<file path="config.mk">
export PLATFORM = sky130hd
export DESIGN_NAME = mem_stage
export DESIGN_NICKNAME = d
export VERILOG_FILES = /design/src/rtl/mem_stage.sv
export SDC_FILE = /design/constraint.sdc
export NUM_CORES = 1
export LEC_CHECK = 0
export BUFFER_PORTS_ARGS = -buffer_cell sky130_fd_sc_hd__buf_2
export CORE_AREA = 4 4 184 186
export CTS_BUF_LIST = sky130_fd_sc_hd__clkbuf_8
export DETAILED_ROUTE_END_ITERATION = 12
export DIE_AREA = 0 0 188 190
export SYNTH_ARGS = -nofsm -noshare
export SYNTH_HDL_FRONTEND = slang
export SYNTH_SLANG_ARGS = --single-unit
</file>
<file path="constraint.sdc">
create_clock -name clk -period 19.5 [get_ports clk]
set_input_delay 3.9 -clock clk [delete_from_list [all_inputs] [get_ports clk]]
set_output_delay 3.9 -clock clk [all_outputs]
set_load 0.02 [all_outputs]
</file>
<file path="src/rtl/mem_stage.sv">
`default_nettype none
// ============================================================================
// mem_stage : LoongArch32 memory-access stage; load align/extend, stall-safe
//             load-data buffer, forwarding, CSR-hazard and exception outputs.
// Revision  : 1.0
// ============================================================================
module mem_stage #(
    parameter int EXE_MEM_BUS_W = 189,
    parameter int MEM_WB_BUS_W  = 188,
    parameter int MEM_WR_BUS_W  = 39,
    parameter int MEM_CSR_BUS_W = 16
) (
    input  logic                     clk,
    input  logic                     resetn,
    input  logic                     exe_mem_valid,
    input  logic [EXE_MEM_BUS_W-1:0] exe_mem_bus,
    output logic                     mem_allowin,
    input  logic [31:0]              data_sram_rdata,
    output logic                     mem_wb_valid,
    input  logic                     wb_allowin,
    output logic [MEM_WB_BUS_W-1:0]  mem_wb_bus,
    output logic [MEM_WR_BUS_W-1:0]  mem_wr_bus,
    output logic [MEM_CSR_BUS_W-1:0] mem_csr_blk_bus,
    output logic                     mem_exc,
    output logic                     mem_ertn,
    input  logic                     wb_exc,
    input  logic                     ertn_flush
);

    localparam logic c_mem_ready_go = 1'b1;

    localparam logic [2:0] c_ld_b  = 3'b000;
    localparam logic [2:0] c_ld_h  = 3'b001;
    localparam logic [2:0] c_ld_bu = 3'b100;
    localparam logic [2:0] c_ld_hu = 3'b101;

    logic                     r_mem_valid;
    logic [EXE_MEM_BUS_W-1:0] r_bus;
    logic [31:0]              r_rdata_buf;
    logic                     r_rdata_hold;

    logic        w_csr_we;
    logic [13:0] w_csr_waddr;
    logic [31:0] w_csr_wmask;
    logic [31:0] w_csr_wdata;
    logic        w_inst_ertn;
    logic [5:0]  w_exc_type;
    logic        w_gr_we;
    logic        w_res_from_mem;
    logic [4:0]  w_dest;
    logic [31:0] w_pc;
    logic [31:0] w_inst;
    logic [31:0] w_exe_result;

    assign {w_csr_we, w_csr_waddr, w_csr_wmask, w_csr_wdata, w_inst_ertn, w_exc_type,
            w_gr_we, w_res_from_mem, w_dest, w_pc, w_inst, w_exe_result} = r_bus;

    logic w_flush;
    logic w_leave;

    assign w_flush      = wb_exc | ertn_flush;
    assign mem_allowin  = ~r_mem_valid | (c_mem_ready_go & wb_allowin);
    assign mem_wb_valid = r_mem_valid & c_mem_ready_go;
    assign w_leave      = mem_wb_valid & wb_allowin;

    always_ff @(posedge clk) begin
        if (!resetn) begin
            r_mem_valid <= 1'b0;
        end else if (w_flush) begin
            r_mem_valid <= 1'b0;
        end else if (mem_allowin) begin
            r_mem_valid <= exe_mem_valid;
        end
    end

    always_ff @(posedge clk) begin
        if (exe_mem_valid && mem_allowin) begin
            r_bus <= exe_mem_bus;
        end
    end

    // SRAM data is only valid in the load's first cycle here; park it if WB stalls.
    always_ff @(posedge clk) begin
        if (!resetn) begin
            r_rdata_hold <= 1'b0;
        end else if (w_flush || w_leave) begin
            r_rdata_hold <= 1'b0;
        end else if (r_mem_valid && w_res_from_mem && !r_rdata_hold && !wb_allowin) begin
            r_rdata_hold <= 1'b1;
        end
    end

    always_ff @(posedge clk) begin
        if (r_mem_valid && w_res_from_mem && !r_rdata_hold && !wb_allowin) begin
            r_rdata_buf <= data_sram_rdata;
        end
    end

    logic [31:0] w_ld_raw;
    logic [1:0]  w_addr;
    logic [2:0]  w_ld_op;
    logic [7:0]  w_byte;
    logic [15:0] w_half;
    logic [31:0] w_load_result;
    logic [31:0] w_final_result;

    assign w_ld_raw = r_rdata_hold ? r_rdata_buf : data_sram_rdata;
    assign w_addr   = w_exe_result[1:0];
    assign w_ld_op  = w_inst[24:22];
    assign w_half   = w_addr[1] ? w_ld_raw[31:16] : w_ld_raw[15:0];

    always_comb begin
        w_byte = w_ld_raw[7:0];
        case (w_addr)
            2'd0:    w_byte = w_ld_raw[7:0];
            2'd1:    w_byte = w_ld_raw[15:8];
            2'd2:    w_byte = w_ld_raw[23:16];
            default: w_byte = w_ld_raw[31:24];
        endcase
    end

    always_comb begin
        w_load_result = w_ld_raw;
        case (w_ld_op)
            c_ld_b:  w_load_result = {{24{w_byte[7]}}, w_byte};
            c_ld_h:  w_load_result = {{16{w_half[15]}}, w_half};
            c_ld_bu: w_load_result = {24'h0, w_byte};
            c_ld_hu: w_load_result = {16'h0, w_half};
            default: w_load_result = w_ld_raw;
        endcase
    end

    assign w_final_result = w_res_from_mem ? w_load_result : w_exe_result;

    assign mem_wb_bus = {w_csr_we, w_csr_waddr, w_csr_wmask, w_csr_wdata, w_inst_ertn,
                         w_exc_type, w_gr_we, w_dest, w_pc, w_inst, w_final_result};

    // Loads resolve here, so decode never needs to block on this stage.
    assign mem_wr_bus      = {r_mem_valid & w_gr_we, 1'b0, w_dest, w_final_result};
    assign mem_csr_blk_bus = {r_mem_valid & w_csr_we, w_inst_ertn, w_csr_waddr};

    assign mem_exc  = r_mem_valid & (|w_exc_type);
    assign mem_ertn = r_mem_valid & w_inst_ertn;

endmodule
`default_nettype wire

</file>
==> results of run 1 <==
## per-layer routing
layer	vias to the layer above	routed length [um]	global-route usage [%]	part of all wire (%)
met5	-	94	0	0.33
met4	16	645	4.57	2.3
met3	57	3120	7.17	11
met2	326	14500	26.7	51
met1	2825	10200	16.8	36
li1	2696	-	-	-
## power by group through the flow
stage	clock (mW)	combinational (mW)	sequential [mW]
floorplan	0	0.113	0.574
global placement	0	0.147	0.573
detailed placement	0	0.148	0.574
global route	0.492	0.155	0.566
CTS	0.468	0.149	0.564
finish	0.445	0.146	0.563
## stage by stage
step	power (mW)	worst slack (ps)	utilization, %	cell area, um^2	std cells
floorplan	0.687	10340	-	9720	626
global placement	0.720	10000	34.1	11000	1319
detailed placement	0.722	9930	34.1	11000	1319
CTS	1.18	9920	36.6	11800	1391
global route	1.21	9870	36.6	11800	1391
finish	1.15	9970	36.6	11800	1391
## registers in the layout (all words and copies together), names as in the netlist
signal / flops
mem_wb_valid: 1
r_bus: 189
r_rdata_buf: 32
r_rdata_hold: 1
## cells in the final DEF (no fill, tap or decap), types with 2 or more instances in the layout
master      instances
buf_2             472
edfxtp_1          221
clkbuf_8           41
nand2_1            36
mux2_2             18
inv_1              17
o32a_1             16
o21ai_0            14
mux2i_1            12
o22ai_1            11
a31oi_1             9
mux4_2              8
clkinv_1            8
buf_4               7
a21oi_1             6
nor2_1              4
bufinv_16           4
nand3_1             3
o22a_1              3
and3_1              3
o2bb2ai_1           3
and2_1              3
nand2b_1            2
mux2_4              2
a211oi_1            2
nor2b_1             2
inv_6               2
clkinvlp_4          2
clkinv_2            2
## cell families (layout without fill, tap and decap cells)
kind of cell	count (synthesis)	count (layout)	synth area share (%)
other cells	1	1	0.0386
simple gates	59	59	2.73
buf+inv	232	555	17.5
flops	223	223	68.7
compound gates	71	71	5.62
mux	40	40	5.48
## path summary, 6_finish.rpt
path | cells past startpoint | from | end
min | 1 | mem_wb_valid | r_rdata_hold
max | 6 | data_sram_rdata[31] | mem_wb_bus[29]
max reg2reg | 4 | mem_wb_valid | r_bus[144]
min reg2reg | 1 | mem_wb_valid | r_rdata_hold
## area by class of cell
class,instances,area (um^2)
clock buffers,41,564
fillers,3176,20500
well taps,442,553
repair buffers,479,2410
clock inverters,31,241
flip-flops and latches,223,6680
multi-input cells,171,1360
inverters,4,15.0
==> impl_metrics.csv, run 1 <==
group,metric,value,unit
synth,synthTopCellsByArea,"edfxtp_1, buf_4, mux2_2",
setup_path,path_cells,"buf_2 > mux2i_1 > a31o_2 > a211oi_4 > o32a_1 > buf_2",
grt,antenna_found_initial,8,
synth,yosys_warnings,0,
place,io_buffers,472,
pwr,p_sw_share,25.8,%
die,fp-row-count,66,
timing,finalCritPeriodShare,48.9,%
setup_path,critPathTopFamily,"compound AO/OA/AOI/OAI gates",
grt,grt_overflow,0,
setup_path,crit_top_cell,"buf_2",
detailed_routing,dr.pass1.iters,4,
timing,finalHoldViolCount,0,
synth,ys_seq_area_share,68.7,%
synth,synth_most_common_cell,"edfxtp_1",
clocking,clkTransAtPathRegs,50,ps
pwr,vdd_ir_drop_max,0.0000678,V
clocking,clk_path_buf_depth,3,
detailed_routing,wirelength,28500,um
synth,yosysTopAreaCell,"edfxtp_1",
clocking,cts-buffers-inserted,41,
clocking,post_cts_buffers,0,
detailed_routing,routed-via-count,5920,
timing,fmax,0.105,GHz
timing,tns,0,ps
final_layout,final_nets,1147,
pwr,switching_power,0.298,mW
clocking,clk_latency,570,ps
grt,grt_max_degree,76,
timing,hold_slack,612,ps
grt,gr-usage-all-layers,15.3,%
clocking,clockRootBuffer,"clkbuf_8",
setup_path,rrSetupSlack,16200,ps
die,die-width,188,um
timing,fin_crit,9530,ps
die,num_io_pins,474,
grt,first_global_vias,6138,
final_layout,n_antenna_cell,0,
outcome,outcome,"finished, final reports clean",
die,core_area,32300,um^2
place,gp_congestion,0.799,
setup_path,crit_fanout,16,
clocking,cts_tree,"built",
pwr,p_clk_share,38.6,%
clocking,ctsResizeCount,0,
setup_path,worst_path_max_delay_cell,"a211oi_4",
timing,slew_viol_final,0,
setup_path,worst_setup_path_start_kind,"input pin",
detailed_routing,wl_per_cell,20.5,um
run,cap_violations,0,
setup_path,slowest_delay,700,ps
detailed_routing,antenna_left,0,
timing,slew_headroom,31.7,%
detailed_routing,dr.first_iter.drc_count,211,
grt,grt_pass1_wl,40500,um
die,start_util,30.1,%
timing,finalSetupViolations,0,
timing,rsz0062_at_grt,"no",
synth,synth_edf_count,221,
detailed_routing,vias_per_cell,4.26,
setup_path,cp.buffers_inverters,2,
synth,netlist_area,9720,um^2
setup_path,end_kind,"output port",
synth,yosysTopAreaCellShare,68.2,%
pwr,power_density,97.6,nW/um^2
synth,synth.distinct_cells,39,
clocking,cts_hold_buf,0,
die,die_h,190,um
detailed_routing,drc_errors,0,
clocking,cts_sinks,223,
timing,fin_skew,16.2,ps
setup_path,arrival,5630,ps
synth,synth_nets,853,
synth,ys_seq_elements,223,
pwr,pwr-share-comb,12.6,%
final_layout,area_growth,21.6,%
synth,avgSynthCellArea,15.5,um^2
synth,ys.flop_type,"edfxtp_1",
pwr,power_frac_seq,48.8,%
synth,synth_common_cells,"edfxtp_1, buf_4, nand2_1",
pwr,power_leakage,4.93,nW
final_layout,drive_above_1_share,59.9,%
min_path,hold_path.class,"reg2reg",
pwr,p_int,0.856,mW
synth,synthArstFlopShare,0,%
synth,netlist_instances,626,
setup_path,worst_ep_required_time,15600,ps
die,dieArea,35700,um^2
timing,worst_pin_slew,1020,ps
clocking,cts_max_level,2,
setup_path,path_class,"in2out",
place,hpwl,21800,um
Note: power is estimated with default switching activity, not from simulation.
==> inputs of run 2 (changes only) <==
Settings changed: ABC_AREA set to 1.
Clock period 19.5 ns to 9 ns, I/O delays scaled along.
==> impl_metrics.csv, run 2 <==
group,metric,value,unit
pwr,power_density,201,nW/um^2
clocking,clk_path_buf_depth,3,
setup_path,path_class,"in2out",
clocking,clkTransAtPathRegs,50,ps
clocking,clockRootBuffer,"clkbuf_8",
synth,ys_seq_elements,223,
die,fp-row-count,66,
setup_path,worst_setup_path_start_kind,"input pin",
setup_path,reg2reg_depth,3,
timing,finalSetupViolations,0,
outcome,outcome,"finished, final reports clean",
die,core_area,32300,um^2
clocking,post_cts_buffers,0,
synth,synth_most_common_cell,"edfxtp_1",
setup_path,crit_fanout,24,
pwr,power_leakage,5.55,nW
detailed_routing,drc_errors,0,
detailed_routing,routed-via-count,6643,
synth,ys.flop_type,"edfxtp_1",
synth,synth_top_family_by_area,"buffers and inverters",
synth,netlist_area,10100,um^2
setup_path,end_kind,"output port",
clocking,clk_latency,550,ps
setup_path,worst_ep_required_time,7200,ps
clocking,cts_sinks,223,
grt,grt_max_degree,69,
timing,fin_crit,4990,ps
synth,synthArstFlopShare,0,%
synth,ys_seq_area_share,66.3,%
timing,rsz0062_at_grt,"no",
final_layout,ff_latch_area,6680,um^2
timing,finalCritPeriodShare,55.5,%
detailed_routing,antenna_left,0,
timing,fin_skew,37.0,ps
synth,avgSynthCellArea,12.3,um^2
die,num_io_pins,474,
clocking,cts-buffers-inserted,40,
timing,slew_viol_final,0,
clocking,cts_hold_buf,0,
run,cap_violations,0,
final_layout,final_cell_mix,"buf_2, edfxtp_1, nand2_1, inv_1, clkbuf_8",
die,die_h,190,um
timing,slew_headroom,28.2,%
synth,synth_fa_ha_area_share,0,%
clocking,ctsResizeCount,0,
synth,synthTopCellsByArea,"edfxtp_1, buf_4, nand2_1",
min_path,hold_path.class,"reg2reg",
pwr,vdd_ir_drop_max,0.000115,V
final_layout,final_common_cell,"buf_2",
synth,synth.distinct_cells,29,
min_path,hold_depth,2,
grt,first_global_vias,6911,
detailed_routing,wirelength,29600,um
clocking,cts_tree,"built",
setup_path,arrival,3190,ps
synth,synth_xor_area_share,0,%
timing,fmax,0.200,GHz
place,hpwl,22800,um
synth,synthMuxAreaShare,0.0993,%
pwr,total_power,2.42,mW
die,dieArea,35700,um^2
synth,synth_nets,1047,
synth,synth_edf_count,221,
grt,gr-usage-all-layers,15.9,%
timing,tns,0,ps
synth,yosysTopAreaCell,"edfxtp_1",
grt,grt_overflow,0,
final_layout,largest_register_ffs,189,
synth,synth-simple-area-share,11.7,%
place,gp_congestion,0.838,
final_layout,largestRegisters,"r_bus (189), r_rdata_buf (32)",
synth,yosysTopAreaCellShare,65.9,%
detailed_routing,dr.pass1.iters,5,
synth,synth_common_cells,"edfxtp_1, buf_4, nand2_1",
detailed_routing,dr.first_iter.drc_count,512,
place,io_buffers,472,
grt,antenna_found_initial,11,
final_layout,nFillCells,3236,
final_layout,multi_input_area,1490,um^2
synth,yosys_warnings,0,
final_layout,largest_register,"r_bus",
die,start_util,31.2,%
die,die-width,188,um
clocking,cts_max_level,2,
grt,grt_pass1_wl,42900,um
detailed_routing,vias_per_cell,4.20,
synth,netlist_instances,820,
detailed_routing,wl_per_cell,18.7,um
final_layout,area_growth,19.7,%
timing,worst_pin_slew,1080,ps
final_layout,drive_above_1_share,50.6,%
final_layout,final_nets,1335,
timing,finalHoldViolCount,0,
synth,synth_compound_area_share,2.83,%
==> run 2: changes by cell type after synthesis, moves of 18 or more <==
cell and change:
a21oi_1 +21, nand3_1 +27, mux2_2 -18, nor2_1 +18
nand2_1 +124, inv_1 +46, or2_2 +21
==> run 2: power by group <==
| group | leakage [nW] | total [mW] | switching (mW) | internal, mW |
|---|---|---|---|---|
| clock | 0.419 | 0.876 | 0.423 | 0.453 |
| sequential | 2.15 | 1.22 | 0.0179 | 1.20 |
| combinational | 2.98 | 0.327 | 0.218 | 0.108 |
| total | 5.55 | 2.42 | 0.659 | 1.76 |
==> run 2: critical path, cell delays in order <==
cell,delay [ps]
buf_2,80
nand2_1,40
and2_1,200
nand3_1,150
nand3_4,330
nand2_1,180
nand2_1,100
nand2_1,120
buf_2,180
==> run 2: stage by stage <==
stage | hold WS, ps | area (um^2) | util, % | setup WS, ps | std cells
detailed placement | 647 | 11300 | 35.1 | 3990 | 1508
CTS | 658 | 12100 | 37.3 | 3980 | 1577
global placement | 640 | 11300 | 35.1 | 4010 | 1508
finish | 658 | 12100 | 37.4 | 4010 | 1580
global route | 716 | 12100 | 37.3 | 3820 | 1577
floorplan | 787 | 10100 | - | 1190 | 820
==> run 2: cells by family after synthesis <==
kind of cell,after synthesis
other cells,1
mux,1
compound gates,52
simple gates,256
buf+inv,287
flops,223
==> run 2: layer usage <==
layer	share of wire (%)	vias up	global-route usage, %
met2	51	407	28.5
met4	2.5	12	4.46
met5	0.23	-	0
met3	11	68	5.96
li1	-	3118	-
met1	35	3038	17.6
==> run 2: final cells by class <==
class,count,share of cell area (%)
Clock buffer,41,4.68
Inverter,54,1.68
Multi-Input combinational cell,310,12.4
Tap cell,442,4.58
Timing Repair Buffer,479,20.0
Sequential cell,223,55.3
Antenna cell,3,0.0622
Clock inverter,28,1.27
==> run 2: worst paths after layout <==
kind / to / start / slack [ps]
setup / recovery: mem_wb_bus[10] / data_sram_rdata[31] / 4010
hold / removal: mem_wb_valid / mem_wb_valid / 660
setup reg to reg: r_bus[122] / mem_wb_valid / 6080
hold reg to reg: mem_wb_valid / mem_wb_valid / 660
==> inputs of run 3 (changes only) <==
Settings changed: CORE_AREA 4 4 184 186 to 4 4 181 183, DIE_AREA 0 0 188 190 to 0 0 185 187.
Clock period 9 ns to 4.5 ns, I/O delays scaled along.
==> impl_metrics.csv, run 3 (synthesized netlist as in run 2, its figures left out) <==
group,metric,value,unit
outcome,outcome,"finished, final reports clean",
setup_path,cp.buffers_inverters,3,
clocking,cts_max_level,2,
clocking,post_cts_buffers,0,
clocking,clkTransAtPathRegs,60,ps
clocking,cts_hold_buf,0,
pwr,vdd_ir_drop_max,0.000284,V
clocking,clk_latency,560,ps
grt,gr-usage-all-layers,16.4,%
detailed_routing,antenna_left,0,
timing,hold_slack,515,ps
setup_path,worst_path_max_delay_cell,"inv_2",
timing,worst_pin_slew,1040,ps
setup_path,end_kind,"output port",
clocking,ctsResizeCount,0,
timing,tns,0,ps
final_layout,largest_register,"r_bus",
timing,finalCritPeriodShare,83.3,%
run,cap_violations,0,
setup_path,r2r-end,"r_rdata_buf[13]",
setup_path,reg2reg_depth,3,
clocking,clockRootBuffer,"clkbuf_8",
place,gp_congestion,0.852,
timing,slew_viol_final,0,
grt,grt_overflow,0,
clocking,cts_sinks,223,
die,die-width,185,um
die,dieArea,34600,um^2
die,core_area,31200,um^2
setup_path,crit_fanout,31,
setup_path,rrSetupSlack,2370,ps
setup_path,slowest_delay,450,ps
timing,finalSetupViolations,0,
final_layout,drive_above_1_share,50.9,%
pwr,power_density,413,nW/um^2
die,start_util,32.3,%
timing,finalHoldViolCount,0,
setup_path,crit_top_cell,"nand2_1",
clocking,cts_tree,"built",
die,fp-row-count,65,
final_layout,utilization,38.8,%
detailed_routing,dr.pass1.iters,5,
detailed_routing,wl_per_cell,19.4,um
final_layout,largestRegisters,"r_bus (189), r_rdata_buf (32)",
final_layout,final_cell_mix,"buf_2, edfxtp_1, nand2_1, inv_1, clkbuf_8",
timing,fmax,0.267,GHz
pwr,total_power,5.00,mW
setup_path,path_class,"reg2out",
clocking,cts-buffers-inserted,43,
place,io_buffers,472,
timing,fin_skew,24.5,ps
setup_path,reg2reg_from,"r_bus[101]",
timing,fin_crit,3750,ps
timing,rsz0062_at_grt,"no",
setup_path,critPathTopFamily,"simple AND/OR/NAND/NOR gates",
final_layout,fin_cells,1550,
pwr,power_leakage,5.57,nW
die,num_io_pins,474,
final_layout,final_nets,1337,
final_layout,nFillCells,3134,
detailed_routing,drc_errors,0,
setup_path,worst_setup_path_start_kind,"flop",
grt,antenna_found_initial,12,
setup_path,arrival,2850,ps
detailed_routing,wirelength,30100,um
place,hpwl,23200,um
detailed_routing,vias_per_cell,4.35,
detailed_routing,dr.first_iter.drc_count,376,
clocking,clk_path_buf_depth,3,
detailed_routing,routed-via-count,6737,
place,placedCellCount,1467,
setup_path,worstSetupEndpoint,"mem_wb_bus[9]",
die,die_h,187,um
timing,slew_headroom,30.3,%
grt,grt_pass1_wl,42600,um
setup_path,crit_path_start,"r_rdata_hold",
min_path,hold_path.class,"in2reg",
setup_path,worst_ep_required_time,3600,ps
grt,first_global_vias,6810,
setup_path,path_cells,"buf_4 > inv_2 > nand2_1 > nand3_2 > nand2_1 > nand3_2 > nand3_4 > nand2_1 > nand2_1 > nand2_1 > buf_2",
setup_path,crit_cells,11,
final_layout,final_common_cell,"buf_2",
final_layout,largest_register_ffs,189,
grt,grt_max_degree,140,
final_layout,area_growth,20.3,%
## run 3: how the worst min path moves through the flow
| stage | from | to | slack [ps] | depth (start not counted) |
|---|---|---|---|---|
| floorplan | mem_wb_valid | r_rdata_hold | 810 | 3 |
| global placement | mem_wb_valid | mem_wb_valid | 680 | 2 |
| detailed placement | mem_wb_valid | mem_wb_valid | 660 | 2 |
| CTS | exe_mem_bus[7] | r_bus[7] | 470 | 1 |
| global route | exe_mem_bus[156] | r_bus[156] | 470 | 1 |
| finish | exe_mem_bus[76] | r_bus[76] | 520 | 1 |
## run 3: per-layer routing
metal | track usage [%] | share of wire [%] | vias up
met4 | 5.56 | 3.4 | 16
met3 | 6.73 | 11 | 76
met2 | 28.7 | 50 | 363
met1 | 18.0 | 35 | 3142
li1 | - | - | 3140
met5 | 0 | 0.39 | -
## run 3: through the flow
| step | cell area [um^2] | setup slack [ps] |
|---|---|---|
| global placement | 11300 | 1340 |
| CTS | 12100 | 699 |
| detailed placement | 11300 | 1280 |
| global route | 12100 | 495 |
| finish | 12100 | 752 |
| floorplan | 10100 | 22.7 |
## run 3: layout make-up
type	instances	area (um^2)	share of cell area (%)
inverter	54	203	1.67
timing repair buffer	478	2420	20.0
clock buffer	43	592	4.88
clock inverter	36	220	1.82
sequential	223	6680	55.1
tap	402	503	4.15
multi-input combinational	310	1500	12.4
antenna	4	10.0	0.0826
## run 3: power breakdown
group | total [mW] | switching (mW) | internal, mW
registers | 2.44 | 0.0358 | 2.41
logic | 0.658 | 0.440 | 0.218
clock network | 1.90 | 0.884 | 1.02
## run 3: worst reg2reg max path, delay by kind of cell, from the launching register on
family,cells,cell delay [ps]
flip-flops,1,340
buffers and inverters,1,350
AND/OR/NAND/NOR,2,1060
